[src/rtl/logic16_pkg.sv]
// Shared definitions for the 16-bit logic-unit arbiter slice.
// Holds the datapath width, the op encodings and the 16-bit gate
// primitives that the logic unit is built from.
package logic16_pkg;

    localparam int DATA_W = 16;

    localparam logic [1:0] OP_AND = 2'b00;
    localparam logic [1:0] OP_OR  = 2'b01;
    localparam logic [1:0] OP_XOR = 2'b10;
    localparam logic [1:0] OP_NOT = 2'b11;

    // 16-bit AND gate
    function automatic logic [DATA_W-1:0] and16(input logic [DATA_W-1:0] a,
                                                input logic [DATA_W-1:0] b);
        return a & b;
    endfunction

    // 16-bit OR gate
    function automatic logic [DATA_W-1:0] or16(input logic [DATA_W-1:0] a,
                                               input logic [DATA_W-1:0] b);
        return a | b;
    endfunction

    // 16-bit inverter
    function automatic logic [DATA_W-1:0] not16(input logic [DATA_W-1:0] a);
        return ~a;
    endfunction

endpackage

[src/rtl/logic16_unit.sv]
// Combinational 16-bit bitwise logic unit.
// Ports:
//   a, b : operands (b unused for NOT)
//   op   : 00 AND, 01 OR, 10 XOR, 11 NOT a
//   y    : result
module logic16_unit
    import logic16_pkg::*;
(
    input  logic [DATA_W-1:0] a,
    input  logic [DATA_W-1:0] b,
    input  logic [1:0]        op,
    output logic [DATA_W-1:0] y
);

    logic [DATA_W-1:0] and_s;
    logic [DATA_W-1:0] or_s;
    logic [DATA_W-1:0] nota_s;
    logic [DATA_W-1:0] xor_s;

    assign and_s  = and16(a, b);
    assign or_s   = or16(a, b);
    assign nota_s = not16(a);
    // XOR from the available gates: (a|b) & ~(a&b)
    assign xor_s  = and16(or_s, not16(and_s));

    // 4:1 result select on the op code
    always_comb begin
        y = {DATA_W{1'b0}};
        case (op)
            OP_AND:  y = and_s;
            OP_OR:   y = or_s;
            OP_XOR:  y = xor_s;
            OP_NOT:  y = nota_s;
            default: y = {DATA_W{1'b0}};
        endcase
    end

endmodule

[src/rtl/logic16_rr_arbiter.sv]
// Round-robin arbiter sharing one 16-bit logic unit among N requesters.
// Ports:
//   clk, rst_n        : clock, asynchronous active-low reset
//   req_valid/ready   : per-requester handshake (at most one ready bit high)
//   req_op/a/b        : packed per-requester op (2b) and operands (16b each)
//   rsp_valid/ready   : registered result handshake
//   rsp_data, rsp_id  : result and index of the requester that issued it
//   ops_done          : count of consumed results, wraps at 2^16
// The output register is a one-entry buffer; rsp_valid is its FULL flag.
module logic16_rr_arbiter
    import logic16_pkg::*;
#(
    parameter int N   = 4,
    parameter int IDW = $clog2(N)
) (
    input  logic              clk,
    input  logic              rst_n,
    input  logic [N-1:0]      req_valid,
    output logic [N-1:0]      req_ready,
    input  logic [2*N-1:0]    req_op,
    input  logic [16*N-1:0]   req_a,
    input  logic [16*N-1:0]   req_b,
    output logic              rsp_valid,
    input  logic              rsp_ready,
    output logic [15:0]       rsp_data,
    output logic [IDW-1:0]    rsp_id,
    output logic [15:0]       ops_done
);

    logic [IDW-1:0]    ptr_r;
    logic              slot_free_s;
    logic              grant_found_s;
    logic [IDW-1:0]    grant_id_s;
    logic [IDW-1:0]    ptr_next_s;
    logic              accept_s;
    logic [1:0]        op_arr_s [N];
    logic [DATA_W-1:0] a_arr_s  [N];
    logic [DATA_W-1:0] b_arr_s  [N];
    logic [DATA_W-1:0] unit_y_s;

    genvar g;
    generate
        for (g = 0; g < N; g++) begin : g_unpack
            assign op_arr_s[g] = req_op[2*g +: 2];
            assign a_arr_s[g]  = req_a[16*g +: 16];
            assign b_arr_s[g]  = req_b[16*g +: 16];
        end
    endgenerate

    // Slot can take a new result when empty or being drained this cycle
    assign slot_free_s = !rsp_valid || rsp_ready;

    // Rotating priority search: scan from the highest offset down so the
    // last hit is the first valid requester at or after ptr_r
    always_comb begin
        logic [IDW:0] sum_v;
        grant_found_s = 1'b0;
        grant_id_s    = {IDW{1'b0}};
        sum_v         = {(IDW+1){1'b0}};
        for (int k = N - 1; k >= 0; k--) begin
            sum_v = {1'b0, ptr_r} + (IDW+1)'(k);
            if (sum_v >= (IDW+1)'(N)) begin
                sum_v = sum_v - (IDW+1)'(N);
            end else begin
                sum_v = sum_v;
            end
            if (req_valid[sum_v[IDW-1:0]]) begin
                grant_found_s = 1'b1;
                grant_id_s    = sum_v[IDW-1:0];
            end else begin
                grant_found_s = grant_found_s;
            end
        end
    end

    // Handshake happens only out of reset, with a free slot and a winner
    assign accept_s = rst_n && slot_free_s && grant_found_s;

    // One-hot ready toward the winning requester
    always_comb begin
        req_ready = {N{1'b0}};
        if (accept_s) begin
            req_ready[grant_id_s] = 1'b1;
        end else begin
            req_ready = {N{1'b0}};
        end
    end

    // Pointer moves to the requester after the winner, wrapping at N
    always_comb begin
        ptr_next_s = {IDW{1'b0}};
        if (grant_id_s == IDW'(N - 1)) begin
            ptr_next_s = {IDW{1'b0}};
        end else begin
            ptr_next_s = grant_id_s + IDW'(1);
        end
    end

    logic16_unit u_unit (
        .a  (a_arr_s[grant_id_s]),
        .b  (b_arr_s[grant_id_s]),
        .op (op_arr_s[grant_id_s]),
        .y  (unit_y_s)
    );

    // Output buffer and round-robin pointer
    always_ff @(posedge clk or negedge rst_n) begin
        if (!rst_n) begin
            rsp_valid <= 1'b0;
            rsp_data  <= 16'h0000;
            rsp_id    <= {IDW{1'b0}};
            ptr_r     <= {IDW{1'b0}};
        end else if (accept_s) begin
            rsp_valid <= 1'b1;
            rsp_data  <= unit_y_s;
            rsp_id    <= grant_id_s;
            ptr_r     <= ptr_next_s;
        end else if (rsp_ready) begin
            rsp_valid <= 1'b0;
        end else begin
            rsp_valid <= rsp_valid;
        end
    end

    // Completed-response counter, free-running wrap
    always_ff @(posedge clk or negedge rst_n) begin
        if (!rst_n) begin
            ops_done <= 16'h0000;
        end else if (rsp_valid && rsp_ready) begin
            ops_done <= ops_done + 16'd1;
        end else begin
            ops_done <= ops_done;
        end
    end

endmodule

[config.mk]
export PLATFORM = sky130hd
export DESIGN_NAME = logic16_rr_arbiter
export DESIGN_NICKNAME = d
export VERILOG_FILES = /design/src/rtl/logic16_pkg.sv /design/src/rtl/logic16_unit.sv /design/src/rtl/logic16_rr_arbiter.sv
export SDC_FILE = /design/constraint.sdc
export NUM_CORES = 1
export LEC_CHECK = 0
export BUFFER_PORTS_ARGS = -buffer_cell sky130_fd_sc_hd__buf_4
export CORE_MARGIN = 5
export CORE_UTILIZATION = 48
export DETAILED_ROUTE_END_ITERATION = 10
export GPL_TIMING_DRIVEN = 0
export HOLD_SLACK_MARGIN = 0.1
export PLACE_DENSITY = 0.93
export SLEW_MARGIN = 20
export SYNTH_ARGS = -nofsm -noshare
export SYNTH_HDL_FRONTEND = slang
export SYNTH_SLANG_ARGS = --single-unit
[constraint.sdc]
create_clock -name clk -period 4.19 [get_ports clk]
set_clock_uncertainty 0.2 [all_clocks]
set_input_delay 0.6285 -clock clk [delete_from_list [all_inputs] [get_ports clk]]
set_output_delay 0.6285 -clock clk [all_outputs]
set_load 0.01 [all_outputs]
## Word level (Yosys, flattened, before mapping)

Cells that the tools add are included.

| storage, ports and cells | value |
|---|---|
| register bits after elaboration | 37 |
| input bits | 143 |
| output and inout bits | 39 |
| logic and storage cells | 79 |

| operators by class | value |
|---|---|
| add/subtract/negate cells | 9 |
| magnitude comparators | 11 |
| equal/unequal tests | 4 |
| muxes and demuxes | 36 |
| bitwise gates (word level) | 6 |
| reduce and logical (&&, ||, !) cells | 8 |

Operator list:

| kind | count |
|---|---|
| binary-select mux 16 bit (select 2 bit) | 2 |
| two-way mux 16 bit | 4 |
| case mux 16 bit (4 select lines) | 1 |
| AND 16 bit | 2 |
| NOT 16 bit | 2 |
| two-way mux 2 bit | 11 |
| adder 16 x 1 -> 16 bit (second input constant) | 1 |
| bitwise OR 16 bit | 1 |
| less-than comparator 2 x 3 -> 1 bit (second input constant) | 5 |
| greater-or-equal comparator 3 bit (second input constant) | 4 |
| two-way mux 1 bit | 11 |
| binary-select mux 1 bit (select 2 bit) | 4 |
| subtractor 2 x 1 -> 2 bit (second input constant) | 4 |
| adder 2 x 2 -> 3 bit (second input constant) | 2 |
| == test 2 bit (second input constant) | 3 |
| binary-select mux 2 bit (select 2 bit) | 1 |
| logical AND 1 bit | 4 |
| two-way mux 4 bit | 1 |
| adder 2 x 1 -> 3 bit (second input constant) | 1 |
| greater-or-equal comparator 2 x 3 -> 1 bit (second input constant) | 1 |
| NOT 2 -> 3 bit | 1 |
| adder 2 x 1 -> 2 bit (second input constant) | 1 |
| demux 1 bit (select 2 bit) | 1 |
| == test 2 x 1 -> 1 bit (second input constant) | 1 |
| 5 further kinds | 5 |

## Depth between registers and ports, before layout

Gate-level depths: netlist of run 1.

| depth | value |
|---|---|
| depth in word-level cells | 17 |
| gate-level depth with buffers | 14 |
| depth with buffers taken out | 11 |

## By module

Synthesis of run 1 repeated with hierarchy kept, for this count alone.

| second synthesis, totals | value |
|---|---|
| cells, all modules | 336 |
| area, all modules | 3736.1 µm² |

By module, submodules not included:

| module | instances | cells an instance | area each (µm²) | sequential area each (µm²) |
|---|---|---|---|---|
| logic16_rr_arbiter | 1 | 236 | 2716.4 | 925.9 |
| logic16_unit | 1 | 100 | 1019.7 | 0.0 |

## Worst setup path after synthesis of run 1

Ideal clock, no wire load.

| timing path | value |
|---|---|
| path kind | input to register |
| from | in req_valid[1] |
| to | reg rsp_data[1] |
| library setup time | 123 ps |
| arrival | 2798 ps |
| data required time | 3867 ps |
| slack | 1070 ps |
| stages | 13 |
| buffers on the path | 4 |
| path through | mux2_4 > o221a_1 > buf_4 > buf_6 > buf_6 > buf_2 > mux2i_1 > nand2_1 > and2_1 > inv_1 > ha_1 > mux2_2 > o221a_2 |

| between the ends | value |
|---|---|
| cells in the longest elaborated chain, start to end | 14 |
| elaborated cells between the ends (all ways) | 37 |
| classes of those cells | eq/ne (3); mux (26); bitwise (6); reduce/logical (2) |

RTL lines:

| element | RTL line | text |
|---|---|---|
| start: declaration | logic16_rr_arbiter.sv:18 | `input logic [N-1:0] req_valid,` |
| binary-select mux 1 bit (select 2 bit) | logic16_rr_arbiter.sv:67 | `if (req_valid[sum_v[IDW-1:0]]) begin` |
| two-way mux 1 bit (not written as such) | logic16_rr_arbiter.sv:67 |  |
| two-way mux 2 bit (4 in a row) | logic16_rr_arbiter.sv:67 |  |
| NOT 2 -> 3 bit (not written as such) | logic16_rr_arbiter.sv:100, logic16_rr_arbiter.sv:101, logic16_rr_arbiter.sv:102 |  |
| binary-select mux 16 bit (select 2 bit) (on tied branches) | logic16_rr_arbiter.sv:100, logic16_rr_arbiter.sv:101 |  |
| two-way mux 16 bit (on tied branches) (2 in a row) | logic16_rr_arbiter.sv:100, logic16_rr_arbiter.sv:101 |  |
| AND 16 bit | logic16_pkg.sv:16 | `return a & b;` |
| NOT 16 bit | logic16_pkg.sv:27 | `return ~a;` |
| AND 16 bit | logic16_pkg.sv:16 |  |
| case mux 16 bit (4 select lines) | logic16_unit.sv:29 | `case (op)` |
| end signal: assignment | logic16_rr_arbiter.sv:115 | `rsp_data <= unit_y_s;` |
| end: declaration | logic16_rr_arbiter.sv:25 | `output logic [15:0] rsp_data,` |

Parallel ways exist; a longest one is shown, timed or not. The select of a mux whose other input is x is not followed.
A chain may end at the register's enable or synchronous reset.

## Final worst setup path of run 1

| timing path | value |
|---|---|
| from | reg ptr_r[1] |
| to | out req_ready[1] |

| between the ends | value |
|---|---|
| cells in the longest elaborated chain, start to end | 14 |
| elaborated cells between the ends (all ways) | 38 |
| classes of those cells | add/sub (7); order compare (6); mux (23); reduce/logical (2) |

RTL lines:

| element | RTL line | text |
|---|---|---|
| start: declaration | logic16_rr_arbiter.sv:30 | `logic [IDW-1:0] ptr_r;` |
| start signal: assignment | logic16_rr_arbiter.sv:112 | `ptr_r <= {IDW{1'b0}};` |
| start signal: assignment | logic16_rr_arbiter.sv:117 | `ptr_r <= ptr_next_s;` |
| adder 2 x 2 -> 3 bit | logic16_rr_arbiter.sv:61 | `sum_v = {1'b0, ptr_r} + (IDW+1)'(k);` |
| greater-or-equal comparator 3 bit / subtractor 2 x 1 -> 2 bit (equally long branches) | logic16_rr_arbiter.sv:62, logic16_rr_arbiter.sv:63 |  |
| two-way mux 2 bit | logic16_rr_arbiter.sv:62 | `if (sum_v >= (IDW+1)'(N)) begin` |
| binary-select mux 1 bit (select 2 bit) | logic16_rr_arbiter.sv:67 |  |
| two-way mux 1 bit (not written as such) | logic16_rr_arbiter.sv:67 |  |
| two-way mux 2 bit (4 in a row) | logic16_rr_arbiter.sv:67 |  |
| less-than comparator 2 x 3 -> 1 bit (not written as such) / greater-or-equal comparator 2 x 1 -> 1 bit (equally long branches) | logic16_rr_arbiter.sv:83 | `req_ready[grant_id_s] = 1'b1;` |
| logical AND 1 bit (not written as such) | logic16_rr_arbiter.sv:83 |  |
| two-way mux 1 bit (not written as such) | logic16_rr_arbiter.sv:83 |  |
| demux 1 bit (select 2 bit) | logic16_rr_arbiter.sv:83 |  |
| two-way mux 4 bit * | logic16_rr_arbiter.sv:82 | `if (accept_s) begin` |
| end: declaration | logic16_rr_arbiter.sv:19 | `output logic [N-1:0] req_ready,` |

Every way passes the cells marked *; elsewhere a longest branch is shown, timed or not. The select of a mux whose other input is x is not followed.

==> results.yml, run 1 <==
sta:
  finalHoldViolations: 0
  setup_tns_ns: 0
  slew_violations: 0
  min_period_ns: 3.73
  slew_headroom: 0.579
  rsz0062_at_grt: "false"
  fmax_mhz: 268
  fin_crit_sh: 0.891
  setup_viol: 0
  tightest_slew_ns: 0.631
placement:
  place_area_mm2: 0.00523
  place_congestion: 0.920
  place_hpwl_um: 10200
  portBuffers: 181
pwr:
  p_int_mw: 1.52
  p_sw_mw: 1.14
  power_frac_clock: 0.147
  combPwrFrac: 0.637
  ir_drop_v: 0.000244
  leakagePower_nw: 2.89
  pwr_density_cell_mw_per_mm2: 496
  swShare: 0.430
  pwr-share-seq: 0.216
critical_path:
  cp.required_ns: 3.36
  r2r_cells: 12
  crit_arrival_ns: 2.90
  r2r_start: "ptr_r[1]"
  path_cells: "a21o_1 > a21oi_1 > o22a_1 > inv_1 > clkbuf_1 > buf_1 > ha_1 > and2_1 > buf_4"
  r2r_slack_ns: 0.83
  critPathKind: "flip-flop to output pin"
  setup.worst_path.start_class: "flip-flop"
  worstSetupEndpointType: "output pin"
  crit_fanout: 11
  max_stage_delay_ns: 0.52
  worst_path_max_delay_cell: "clkbuf_1"
  r2r_end: "rsp_data[9]"
synth:
  yosys.area.top_type: "dfrtp_1"
  synth_top_cell_area_share: 0.247
  async_flop_share: 1.00
  synth-simple-area-share: 0.157
  synth_area_leaders: "dfrtp_1, mux2i_1, ha_1, nand2_1, mux2_2"
  syn_area_per_cell_um2: 8.95
  seq_area_frac_synth: 0.247
  synth-edff-count: 0
  yosys_warnings: 0
  syn_area_mm2: 0.00374
  synth-adder-area-share: 0.124
  synthMuxAreaShare: 0.248
  synth_top_family_by_area: "multiplexers"
  synth_fp_nets: 598
  ys_ff_latch: 37
  synth_xor_area_frac: 0.0351
  ys.flop_type: "dfrtp_1"
  postSynthCellCount: 418
  ys_types: 37
  synth_compound_area_frac: 0.110
clocking:
  clock_sinks: 37
  cts-root-buf: "clkbuf_8"
  post_cts_resize_count: 0
  hold_buffers: 0
  path_clk_slew_ns: 0.09
  numCtsBuffers: 5
  cts_tree: "done"
  insertion_delay_ns: 0.30
  clock_path_buffers: 2
  cts-htree-levels: 2
  cts_setup_buffers: 0
drt:
  drt_iter0_drc: 261
  drt_wl_total_um: 12900
  ant_nets: 0
  vias: 3941
  wl_per_cell_um: 18.1
  drc: 0
  viasPerCell: 5.56
  drt_pre_antenna_iters: 6
floorplanning:
  coreArea_mm2: 0.00765
  io_pins: 182
  die_w_um: 98.3
  dieArea_mm2: 0.00966
  die_h_um: 98.3
  rows: 32
  initial_utilization: 0.489
cells_and_area:
  drive_above_1_share: 0.372
  area_growth_pct: 43.4
  fin_area_mm2: 0.00537
  diodes: 0
  nets: 786
  nFillCells: 568
worst_hold_path:
  hold_class: "input pin to async pin"
global_routing:
  grt_max_degree: 39
  grtUsageTotal: 0.255
  overflow: 0
  antenna_found_initial: 0
  grt_pass1_wl_um: 20100
  grt_pass1_vias: 4094
run_status:
  run_status: "complete, no violations"
job:
  drv_cap: 0
-- synthesized netlist by cell type, types with 7 or more instances --
| cell | number |
|---|---|
| inv_1 | 36 |
| nand2_1 | 65 |
| a21oi_1 | 18 |
| a211oi_1 | 15 |
| o221ai_1 | 15 |
| mux2i_1 | 67 |
| ha_1 | 37 |
| and2_1 | 20 |
| dfrtp_1 | 37 |
| nor2b_1 | 16 |
| mux2_2 | 17 |
| clkbuf_1 | 8 |
| buf_6 | 7 |
| xnor2_1 | 11 |
| nor2_1 | 7 |
-- metrics by stage --
step | setup WS [ns] | power, mW | cells | util | hold slack (ns)
after floorplan | 1.07 | 1.62 | 418 | - | 0.133
after global placement | 0.657 | 2.13 | 701 | 0.684 | 0.257
after detailed placement | 0.558 | 2.24 | 701 | 0.684 | 0.263
after CTS | 0.488 | 2.65 | 709 | 0.702 | 0.104
after global routing | 0.312 | 2.83 | 709 | 0.702 | 0.128
final | 0.457 | 2.66 | 709 | 0.702 | 0.0872
-- routing by layer --
metal | vias to the layer above | wire length (µm) | track usage
met5 | - | 0 | 0
met4 | 0 | 324 | 0.0914
met3 | 35 | 1070 | 0.0536
met2 | 225 | 6540 | 0.456
met1 | 1863 | 4930 | 0.299
li1 | 1818 | - | -
-- kinds of logic after synthesis --
| kind of cell | after synthesis |
|---|---|
| AO/OA/AOI/OAI | 57 |
| XOR/XNOR | 15 |
| adder cells (fa/ha/maj) | 37 |
| buffers and inverters | 61 |
| flip-flops | 37 |
| multiplexers | 88 |
| AND/OR/NAND/NOR | 123 |
-- worst max-delay path by stage --
stage	start	to	slack [ns]
final	ptr_r[1]	req_ready[1]	0.46
after global routing	ptr_r[1]	req_ready[0]	0.31
after CTS	ptr_r[1]	req_ready[1]	0.49
after detailed placement	req_valid[0]	req_ready[1]	0.56
after global placement	req_valid[0]	req_ready[0]	0.66
after floorplan	req_valid[1]	rsp_data[1]	1.07
-- power by group through the flow --
| stage | Combinational, mW | Clock, mW | Sequential [mW] |
|---|---|---|---|
| after floorplan | 1.01 | 0 | 0.616 |
| after global placement | 1.56 | 0 | 0.568 |
| after detailed placement | 1.66 | 0 | 0.579 |
| after CTS | 1.68 | 0.389 | 0.573 |
| after global routing | 1.84 | 0.398 | 0.592 |
| final | 1.70 | 0.391 | 0.575 |
-- cell usage in the layout, fill, tap and decap left out, types with 2 or more instances in the layout --
cell / netlist / final
buf_4: 2 / 183
mux2i_1: 67 / 67
nand2_1: 65 / 65
ha_1: 37 / 37
dfrtp_1: 37 / 37
inv_1: 36 / 36
and2_1: 20 / 20
a21oi_1: 18 / 18
mux2_2: 17 / 17
nor2b_1: 16 / 16
a211oi_1: 15 / 15
o221ai_1: 15 / 15
xnor2_1: 11 / 11
clkbuf_1: 8 / 8
buf_6: 7 / 7
nor2_1: 7 / 7
buf_2: 6 / 6
nand4_1: 5 / 5
clkbuf_8: 0 / 5
nand3_1: 4 / 4
xor2_1: 4 / 4
buf_1: 2 / 2
nand2b_1: 2 / 2
mux2i_2: 2 / 2
o21ai_0: 2 / 2
bufinv_16: 0 / 2
-- sequential cells by signal, summed over array words and instances, names as in the netlist --
| signal | flops |
|---|---|
| ops_done | 16 |
| rsp_data | 16 |
| ptr_r | 2 |
| rsp_id | 2 |
| rsp_valid | 1 |
-- layout make-up --
type,count,area [µm²],area share
Buffer,25,161,0.0301
Clock buffer,5,68.8,0.0128
Clock inverter,3,68.8,0.0128
Inverter,36,135,0.0252
Multi-Input combinational cell,320,2520,0.470
Sequential cell,37,926,0.173
Tap cell,102,128,0.0238
Timing Repair Buffer,181,1360,0.253
-- critical path, delay by kind of cell (launching register included) --
family / cells / cell delay [ns]
AO/OA/AOI/OAI: 3 / 0.47
buffers and inverters: 4 / 1.32
AND/OR/NAND/NOR: 1 / 0.11
adder cells (fa/ha/maj): 1 / 0.23
flip-flops: 1 / 0.47
Note: power is estimated with default switching activity, not from simulation.
==> run 2: changes to the inputs <==
REMOVE_ABC_BUFFERS = 1   (was default)
==> results.yml, run 2 (synthesized netlist as in run 1, its figures left out) <==
pwr:
  ir_drop_v: 0.000197
  leakagePower_nw: 2.82
  pwr_density_cell_mw_per_mm2: 460
clocking:
  cts_tree: "done"
  post_cts_resize_count: 0
  clock_path_buffers: 2
  numCtsBuffers: 5
  cts-htree-levels: 2
  hold_buffers: 0
  path_clk_slew_ns: 0.08
  cts-root-buf: "clkbuf_8"
  insertion_delay_ns: 0.28
  clock_sinks: 37
  cts_setup_buffers: 0
drt:
  wl_per_cell_um: 15.3
  viasPerCell: 5.26
  drt_wl_total_um: 10500
  ant_nets: 0
  vias: 3615
  drc: 0
  drt_iter0_drc: 137
  drt_pre_antenna_iters: 4
global_routing:
  overflow: 0
  grtUsageMet2: 0.417
  grtUsageTotal: 0.215
  antenna_found_initial: 0
  grt_max_degree: 45
  grt_busiest_layer: "met2"
  met1_usage: 0.234
  grt_pass1_wl_um: 17500
  grt_pass1_vias: 3888
  use_met3: 0.0471
job:
  drv_cap: 0
cells_and_area:
  area_growth_pct: 40.4
  fin_area_mm2: 0.00525
  nFillCells: 607
  layout_commonest_cell: "buf_4"
  nets: 764
  drive_above_1_share: 0.369
  multi_input_area_mm2: 0.00253
  regArea_um2: 926
  top_regs: "ops_done: 16 flops, rsp_data: 16 flops"
  mostFrequentLayoutCells: "buf_4, mux2i_1, nand2_1, ha_1, dfrtp_1"
  diodes: 0
floorplanning:
  die_w_um: 98.3
  coreArea_mm2: 0.00765
  dieArea_mm2: 0.00966
  rows: 32
  initial_utilization: 0.489
  io_pins: 182
  die_h_um: 98.3
critical_path:
  path_cells: "a21o_1 > a21oi_1 > o22a_2 > buf_16 > inv_1 > mux2i_4 > buf_16 > mux2_2 > o221a_2"
  crit_fanout: 29
  worstSetupEndpointType: "flip-flop"
  worst_path_max_delay_cell: "mux2i_4"
  crit_arrival_ns: 3.89
  cp.required_ns: 4.16
  critPathKind: "flip-flop to flip-flop"
  max_stage_delay_ns: 0.73
  setup.worst_path.start_class: "flip-flop"
  crit_path_frequent_cell: "buf_16"
sta:
  min_period_ns: 3.92
  tightest_slew_ns: 0.967
  setup_viol: 0
  fmax_mhz: 255
  slew_headroom: 0.354
  setup_tns_ns: 0
  slew_violations: 0
  rsz0062_at_grt: "false"
  fin_crit_sh: 0.936
  finalHoldViolations: 0
worst_hold_path:
  hold_class: "input pin to async pin"
placement:
  place_congestion: 0.773
  portBuffers: 181
  place_area_mm2: 0.00515
  place_hpwl_um: 8440
run_status:
  run_status: "complete, no violations"
-- run 2: worst paths after layout --
| path | slack [ns] | startpoint | depth (start not counted) | end |
|---|---|---|---|---|
| worst max-delay path | 0.27 | ptr_r[1] | 9 | rsp_data[1] |
| worst min-delay path | 0.11 | rst_n | 1 | ops_done[8] |
| worst max register to register | 0.27 | ptr_r[1] | 9 | rsp_data[1] |
| worst min register to register | 0.28 | ops_done[15] | 1 | ops_done[15] |
| max in group asynchronous | 3.34 | rst_n | 1 | rsp_data[7] |
| min in group clk | 0.28 | ops_done[15] | 1 | ops_done[15] |
-- run 2: area by class of cell --
cell class / count / area share
Multi-Input combinational cell: 320 / 0.482
Timing Repair Buffer: 184 / 0.273
Sequential cell: 37 / 0.176
Inverter: 36 / 0.0257
Tap cell: 102 / 0.0243
Clock buffer: 7 / 0.0183
Clock inverter: 1 / 0.000953
-- run 2: critical path: cells and delay by family (launching register included) --
| family | cells | cell delay (ns) |
|---|---|---|
| mux | 2 | 1.08 |
| flops | 1 | 0.45 |
| buf+inv | 3 | 1.21 |
| compound gates | 4 | 0.83 |
-- run 2: power breakdown --
part           switching, mW  internal [mW]
combinational          0.782          0.786
clock                  0.125          0.149
sequential            0.0979          0.476
total                   1.00           1.41
-- run 2: per-layer routing --
metal,share of wire,vias up
li1,-,1774
met1,0.38,1703
met2,0.54,126
met3,0.064,12
met4,0.013,0
met5,0,-
-- run 2: metrics by stage --
| step | utilization | worst slack, ns | hold slack [ns] | power [mW] | instances |
|---|---|---|---|---|---|
| 2_1_floorplan | - | -1.21 | 0.133 | 1.59 | 393 |
| 3_3_place_gp | 0.663 | -2.07 | 0.258 | 2.04 | 676 |
| 3_5_place_dp | 0.674 | 0.0100 | 0.271 | 2.15 | 679 |
| 4_1_cts | 0.687 | 0.280 | 0.118 | 2.44 | 687 |
| 5_1_grt | 0.687 | 0.0926 | 0.140 | 2.64 | 687 |
| 6_report | 0.687 | 0.268 | 0.113 | 2.42 | 687 |
==> run 3: changes to the inputs <==
--- a/config.mk
+++ b/config.mk
@@ -19 +19,2 @@
 export SYNTH_SLANG_ARGS = --single-unit
+export TNS_END_PERCENT = 30
==> constraint.sdc (replaced) <==
create_clock -name clk -period 4.19 [get_ports clk]
set_clock_uncertainty 0.2 [all_clocks]
set_input_delay 0.838 -clock clk [delete_from_list [all_inputs] [get_ports clk]]
set_output_delay 0.838 -clock clk [all_outputs]
set_load 0.01 [all_outputs]
==> results.yml, run 3 (synthesized netlist as in run 1, its figures left out) <==
run_status:
  run_status: "complete, no violations"
cells_and_area:
  area_growth_pct: 40.6
  mostFrequentLayoutCells: "buf_4, mux2i_1, nand2_1, ha_1, dfrtp_1"
  drive_above_1_share: 0.372
  top_regs: "ops_done: 16 flops, rsp_data: 16 flops"
  layout_commonest_cell: "buf_4"
  fin_area_mm2: 0.00526
  diodes: 0
  layout.cells.non_filler: 688
  nets: 765
floorplanning:
  die_w_um: 98.3
  coreArea_mm2: 0.00765
  rows: 32
  initial_utilization: 0.489
  io_pins: 182
  die_h_um: 98.3
  dieArea_mm2: 0.00966
pwr:
  power.total_mw: 2.43
  combPwrFrac: 0.651
  swShare: 0.418
  pwr_density_cell_mw_per_mm2: 461
  pwr-share-seq: 0.237
  p_sw_mw: 1.01
  power_frac_clock: 0.112
  ir_drop_v: 0.000197
  leakagePower_nw: 2.82
  p_int_mw: 1.41
critical_path:
  crit_path_frequent_cell: "buf_4"
  crit_arrival_ns: 2.97
  worst_path_max_delay_cell: "o22a_2"
  max_stage_delay_ns: 0.48
  critPathKind: "input pin to output pin"
  path_cells: "buf_4 > a21o_1 > a21oi_1 > o22a_2 > buf_16 > clkinvlp_4 > ha_1 > and2_1 > buf_4"
  r2r_start: "ptr_r[1]"
  r2r_slack_ns: 0.51
  worstSetupEndpointType: "output pin"
  setup.worst_path.start_class: "input pin"
  cp.required_ns: 3.15
  r2r_cells: 9
  crit_fanout: 30
  r2r_end: "rsp_data[1]"
global_routing:
  grt_max_degree: 45
  grt_pass1_vias: 3888
  grtUsageTotal: 0.215
  antenna_found_initial: 0
  overflow: 0
  grt_pass1_wl_um: 17500
clocking:
  cts_setup_buffers: 0
  cts-htree-levels: 2
  clock_sinks: 37
  cts_tree: "done"
  path_clk_slew_ns: 0.07
  post_cts_resize_count: 0
  hold_buffers: 0
  clock_path_buffers: 2
  numCtsBuffers: 5
  cts-root-buf: "clkbuf_8"
  insertion_delay_ns: 0.28
placement:
  place_congestion: 0.773
  pre_cts_slack_ns: -0.199
  place_hpwl_um: 8440
  place_area_mm2: 0.00515
  dp.cells: 679
  portBuffers: 181
sta:
  fin_crit_sh: 0.956
  rsz0062_at_grt: "false"
  setup_viol: 0
  finalHoldViolations: 0
  min_period_ns: 4.01
  fmax_mhz: 250
  slew_violations: 0
  tightest_slew_ns: 0.892
  slew_headroom: 0.406
  setup_ws_ns: 0.183
  setup_tns_ns: 0
worst_hold_path:
  min_from: "ops_done[15]"
  hold_depth: 1
  min_to: "ops_done[15]"
  hold_class: "flip-flop to flip-flop"
job:
  drv_cap: 0
drt:
  drt_wl_total_um: 10700
  vias: 3632
  drc: 0
  wl_per_cell_um: 15.6
  drt_pre_antenna_iters: 4
  ant_nets: 0
  viasPerCell: 5.28
  drt_iter0_drc: 146
==> run 3: cell count changes in the layout (fill, tap and decap cells not counted), sizes merged <==
cell | before | now
clkinvlp | 0 | 2
inv | 36 | 35
==> run 3: layout make-up <==
type,count,area [µm²]
Clock buffer,7,96.3
Clock inverter,1,5.00
Fill cell,607,2380
Inverter,36,139
Multi-Input combinational cell,320,2530
Sequential cell,37,926
Tap cell,102,128
Timing Repair Buffer,184,1430
Timing Repair inverter,1,5.00
==> run 3: through the flow <==
step                      utilization  hold WS, ns
final                           0.688        0.280
after global routing            0.688        0.292
after CTS                       0.687        0.281
after detailed placement        0.674        0.271
after global placement          0.663        0.258
after floorplan                     -        0.304
==> run 3: per-layer routing <==
metal,track usage,up-vias,part of all wire
met2,0.417,137,0.54
met3,0.0471,14,0.070
li1,-,1776,-
met5,0,-,0
met4,0.0525,0,0.015
met1,0.234,1705,0.38
==> run 3: worst max path at each step <==
| stage | from | end | cells past startpoint |
|---|---|---|---|
| after floorplan | req_valid[1] | rsp_data[1] | 6 |
| after global placement | req_valid[0] | rsp_data[1] | 7 |
| after detailed placement | req_valid[0] | rsp_data[1] | 10 |
| after CTS | req_valid[0] | req_ready[1] | 9 |
| after global routing | req_valid[0] | req_ready[1] | 9 |
| final | req_valid[0] | req_ready[1] | 9 |
==> run 3: power groups by stage <==
stage	Sequential, mW	Clock (mW)	Combinational [mW]
after floorplan	0.616	0	0.973
after global placement	0.569	0	1.47
after detailed placement	0.576	0	1.58
after CTS	0.572	0.284	1.58
after global routing	0.591	0.301	1.76
final	0.575	0.272	1.58
==> run 3: critical path: cells and delay by family <==
kind / cells / cell delay, ns
buffers and inverters: 4 / 0.87
adders and majority gates: 1 / 0.33
and+or+nand+nor: 1 / 0.14
AOI/OAI and AO/OA: 3 / 0.78
